===== src/rtl/tl_intersection_ctrl_pkg.sv =====
// Shared definitions for the intersection phase sequencer:
// phase encodings and the three-lamp head constants.
package tl_intersection_ctrl_pkg;

    typedef enum logic [2:0] {
        NS_G = 3'd0,
        NS_Y = 3'd1,
        AR1  = 3'd2,
        WALK = 3'd3,
        EW_G = 3'd4,
        EW_Y = 3'd5,
        AR2  = 3'd6
    } phase_t;

    // Lamp heads are {red, yellow, green}
    localparam logic [2:0] LAMP_RED = 3'b100;
    localparam logic [2:0] LAMP_YEL = 3'b010;
    localparam logic [2:0] LAMP_GRN = 3'b001;

endpackage


===== src/rtl/tl_phase_timer.sv =====
// Phase cycle counter: synchronous clear on phase change, saturates at
// all-ones so an indefinitely held phase cannot wrap back to zero.
module tl_phase_timer #(
    parameter int CW = 5
) (
    input  logic          clk,
    input  logic          res,
    input  logic          clr,
    output logic [CW-1:0] cnt
);

    always_ff @(posedge clk or negedge res) begin
        if (!res) begin
            cnt <= '0;
        end else if (clr) begin
            cnt <= '0;
        end else if (cnt != '1) begin
            cnt <= cnt + CW'(1);
        end
    end

endmodule


===== src/rtl/tl_intersection_ctrl.sv =====
// Demand-driven phase sequencer for a major NS road, a minor EW road and
// a pedestrian crossing. Rests in NS green; lamps decode from state only.
//
// state | meaning
// ------+-------------------------------------------------
// NS_G  | NS green, EW red; rest phase, waits for demand
// NS_Y  | NS yellow, EW red
// AR1   | all red, clearing NS traffic
// WALK  | all red, walk lamp lit
// EW_G  | EW green, NS red
// EW_Y  | EW yellow, NS red
// AR2   | all red, clearing EW traffic / crossing
module tl_intersection_ctrl
    import tl_intersection_ctrl_pkg::*;
#(
    parameter int T_GREEN_MIN = 8,
    parameter int T_GREEN_MAX = 20,
    parameter int T_YELLOW    = 3,
    parameter int T_ALLRED    = 1,
    parameter int T_WALK      = 6,
    parameter int CW          = 5
) (
    input  logic       clk,
    input  logic       res,
    input  logic       ew_req,
    input  logic       ped_req,
    output logic [2:0] ns_light,
    output logic [2:0] ew_light,
    output logic       walk,
    output logic       ped_pend,
    output logic [2:0] state
);

    localparam logic [CW-1:0] GMIN_TC = CW'(T_GREEN_MIN - 1);
    localparam logic [CW-1:0] GMAX_TC = CW'(T_GREEN_MAX - 1);
    localparam logic [CW-1:0] YEL_TC  = CW'(T_YELLOW - 1);
    localparam logic [CW-1:0] AR_TC   = CW'(T_ALLRED - 1);
    localparam logic [CW-1:0] WALK_TC = CW'(T_WALK - 1);

    phase_t        state_q;
    phase_t        state_d;
    logic [CW-1:0] cnt;
    logic          phase_chg;
    logic          enter_walk;

    assign phase_chg  = (state_d != state_q);
    assign enter_walk = (state_d == WALK) && (state_q != WALK);
    assign state      = state_q;

    tl_phase_timer #(.CW(CW)) u_timer (
        .clk (clk),
        .res (res),
        .clr (phase_chg),
        .cnt (cnt)
    );

    always_ff @(posedge clk or negedge res) begin
        if (!res) begin
            state_q <= NS_G;
        end else begin
            state_q <= state_d;
        end
    end

    always_comb begin
        state_d = state_q;
        case (state_q)
            NS_G: if (cnt >= GMIN_TC && (ew_req || ped_pend)) state_d = NS_Y;
            NS_Y: if (cnt == YEL_TC) state_d = AR1;
            AR1:  if (cnt == AR_TC) state_d = ped_pend ? WALK : EW_G;
            WALK: if (cnt == WALK_TC) state_d = ew_req ? EW_G : AR2;
            EW_G: if ((cnt >= GMIN_TC && !ew_req) || cnt == GMAX_TC) state_d = EW_Y;
            EW_Y: if (cnt == YEL_TC) state_d = AR2;
            AR2:  if (cnt == AR_TC) state_d = NS_G;
            default: state_d = NS_G;
        endcase
    end

    // Clearing on WALK entry takes priority over a request on that same edge
    always_ff @(posedge clk or negedge res) begin
        if (!res) begin
            ped_pend <= 1'b0;
        end else if (enter_walk) begin
            ped_pend <= 1'b0;
        end else if (ped_req && state_q != WALK) begin
            ped_pend <= 1'b1;
        end
    end

    always_comb begin
        ns_light = LAMP_RED;
        ew_light = LAMP_RED;
        walk     = 1'b0;
        case (state_q)
            NS_G:    ns_light = LAMP_GRN;
            NS_Y:    ns_light = LAMP_YEL;
            EW_G:    ew_light = LAMP_GRN;
            EW_Y:    ew_light = LAMP_YEL;
            WALK:    walk     = 1'b1;
            default: ;
        endcase
    end

endmodule

===== config.mk =====
export PLATFORM = sky130hd
export DESIGN_NAME = tl_intersection_ctrl
export DESIGN_NICKNAME = d
export VERILOG_FILES = /design/src/rtl/tl_intersection_ctrl_pkg.sv /design/src/rtl/tl_phase_timer.sv /design/src/rtl/tl_intersection_ctrl.sv
export SDC_FILE = /design/constraint.sdc
export NUM_CORES = 1
export LEC_CHECK = 0
export BUFFER_PORTS_ARGS = -buffer_cell sky130_fd_sc_hd__buf_2
export CAP_MARGIN = 20
export CORE_MARGIN = 2
export CORE_UTILIZATION = 35
export CTS_BUF_LIST = sky130_fd_sc_hd__clkbuf_16
export DETAILED_ROUTE_END_ITERATION = 7
export GPL_TIMING_DRIVEN = 0
export REMOVE_ABC_BUFFERS = 1
export SLEW_MARGIN = 5
export SYNTH_ARGS = -nofsm -noshare
export SYNTH_HDL_FRONTEND = slang
export SYNTH_SLANG_ARGS = --single-unit

===== constraint.sdc =====
create_clock -name clk -period 1.6 [get_ports clk]
set_input_delay 0.16 -clock clk [delete_from_list [all_inputs] [get_ports clk]]
set_output_delay 0.16 -clock clk [all_outputs]
set_load 0.05 [all_outputs]

==> results.cfg <==
[outcome]
status = complete, but fails checks
violations = setup timing

[detailed_routing]
drtIter0Drc = 14
drt_first_pass_iters = 4
dr_total_vias = 711
drc = 0
viasPerCell = 5.23
wirelength_um = 1990
drtAntennaViolNets = 0
routedWlPerCell_um = 14.6

[sta]
fmaxAchievable_ghz = 0.599
fin_crit_sh = 1.04
slew_viol_final = 0
timing_hold_violations_final = 0
max_slew_margin = 0.688
worst_clock_skew_ps = 0.330
period_needed_ps = 1670
tightestPinTransition_ps = 464
fin_ws_ps = -70.4
setup_viol_count_final = 4
rsz0062_at_grt = true

[min_path]
min_path_type = input pin to flop
min_from = ped_req

[logic_synthesis]
synth_fa_ha_area_frac = 0.0833
synth-seq-area-share = 0.300
synth_cells = 84
yosysMostFrequentCell = dfrtp_1
netlist_area_sq_um = 751
synth_area_leaders = dfrtp_1 (30%), ha_1 (8.3%), nand3_1 (5.3%)
synth_compound_area_frac = 0.187
ys_ff_latch = 9
synth-main-ff-cell = dfrtp_1
synthArstFlopShare = 1.00
synth_edf_count = 0
synth_top_area_cell = dfrtp_1
netlist.area_leader.share = 0.300
synth_mux_area_frac = 0.0300
syn_area_per_cell_sq_um = 8.94
ys_warn_count = 0
synth-simple-area-share = 0.300
synth_top_family_by_area = simple AND/OR/NAND/NOR gates
ys_types = 34
synth_xor_area_frac = 0.0350
synth_commonest_cells = dfrtp_1 (9), nand2_1 (8), nand3_1 (8)

[critical_path]
crit_top_cell = ha_4
end_kind = flop
critPathMaxFanout = 5
setup.worst_path.start = u_timer.cnt[0]
crit_chain = ha_4 > and3_4 > ha_4 > nand2b_1 > xnor2_2 > nand3_1 > o21ai_1
cp.arrival_ps = 1820
crit-reg2reg-launch = u_timer.cnt[0]
critical_path_class = flop to flop
cp_data_required_time_ps = 1750
cp-start-kind = flop
slowest_delay_ps = 420
cp_slowest_cell = dfrtp_2

[finish]
area_delta_synth_final_pct = 45.5
multi_input_area_sq_um = 559
nets = 119
seqCellArea_sq_um = 231
fillCellCount = 183
final_util = 0.546
drive_gt1_frac = 0.477
antenna_cells = 0

[global_routing]
grt_pass1_wl_um = 3260
track_usage = 0.172
antenna_found_initial = 0
gr-total-overflow = 0
grt_max_degree = 14
grt_pass1_vias = 664

[floorplan]
rows = 16
core_area_sq_mm = 0.00200
die_h_um = 50.3
die_w_um = 50.3
die_area_sq_mm = 0.00253
start_util = 0.375
io_pins = 15

[placement]
hpwl_um = 1220
portBuffers = 14
gp_congestion = 0.761

[clocking]
cts_root_buffer = clkbuf_16
cts_inserted_buffers = 3
h-tree-depth = 1
cts_tree = yes
cts_buffer_depth = 2
clk_latency_ps = 230
clock-sinks = 9
clk_pin_slew_worst_paths_ps = 40

[job]
maxCapViolations = 0

[power_and_ir_drop]
p_total_uw = 679
peakVddDrop_uv = 420
powerDensity_mw_per_mm2 = 621
leakagePower_uw = 0.000529
kinds of logic after synthesis:
group | after synthesis
AOI/OAI and AO/OA | 19
xor gates and xnor gates | 3
adders and majority gates | 5
buffers and inverters | 9
DFF | 9
muxes | 2
and+or+nand+nor | 37
per-layer routing:
| metal | vias up | part of all wire | track usage |
|---|---|---|---|
| li1 | 351 | - | - |
| met1 | 337 | 0.43 | 0.230 |
| met2 | 18 | 0.51 | 0.276 |
| met3 | 5 | 0.034 | 0.0179 |
| met4 | 0 | 0.021 | 0.0811 |
| met5 | - | 0 | 0 |
cell usage in the layout, fill, tap and decap left out, types with 4 or more instances in the layout:
master,netlist,layout
nand3_1,8,8
buf_2,0,11
buf_4,0,12
o31ai_1,4,4
dfrtp_2,0,5
nor2_1,7,7
inv_1,4,4
nand2_1,8,8
dfrtp_1,9,4
critical path: cells and delay by family, from the launching register on:
kind            cells  cell delay (ps)
simple gates        3              460
flops               1              420
compound gates      1              150
xor+xnor            1              200
fa+ha+maj           2              350
flip-flops by register name (all words and copies together) (netlist names):
register	cells
u_timer.cnt	5
state	3
ped_pend	1
through the flow:
stage,cells,setup WS (ps),TNS (ps),cell area [sq um],hold WS [ps]
global route,136,-143,-683,1090,225
global placement,120,-279,-958,821,26.7
CTS,128,-85.0,-145,1000,197
detailed placement,120,-317,-1130,821,29.3
finish,136,-70.4,-156,1090,190
floorplan,79,-519,-3730,717,-136
area by class of cell:
type,instances,share of cell area
clock inverters,1,0.00344
clock buffers,3,0.0687
repair buffers,26,0.156
flip-flops and latches,9,0.212
multi-input cells,66,0.512
inverters,4,0.0172
well taps,27,0.0309
report_power, final:
group	total, uW	switching (uW)	leakage (uW)	internal, uW
registers	229	0.000000000000142	0.0000849	229
clock network	439	112	0.0000423	327
logic	11.0	6.49	0.000402	4.47
what timing repair did:
item                                   in CTS  in global routing
setup endpoints to repair                  10                 13
resized for setup                          18                  8
hold buffers                                1                  0
buffers inserted                            3                  8
pin swaps                                   6                  1
endpoints found under the hold margin       9                  0
worst paths after layout:
path,slack [ps],cells past startpoint,end
max,-70,7,u_timer.cnt[2]
min in group asynchronous,320,2,u_timer.cnt[1]
max reg2reg,-70,7,u_timer.cnt[2]
min,190,3,ped_pend
min reg2reg,580,1,state[2]
max in group asynchronous,1070,2,state[1]
Power figures use the tool's default switching activity.
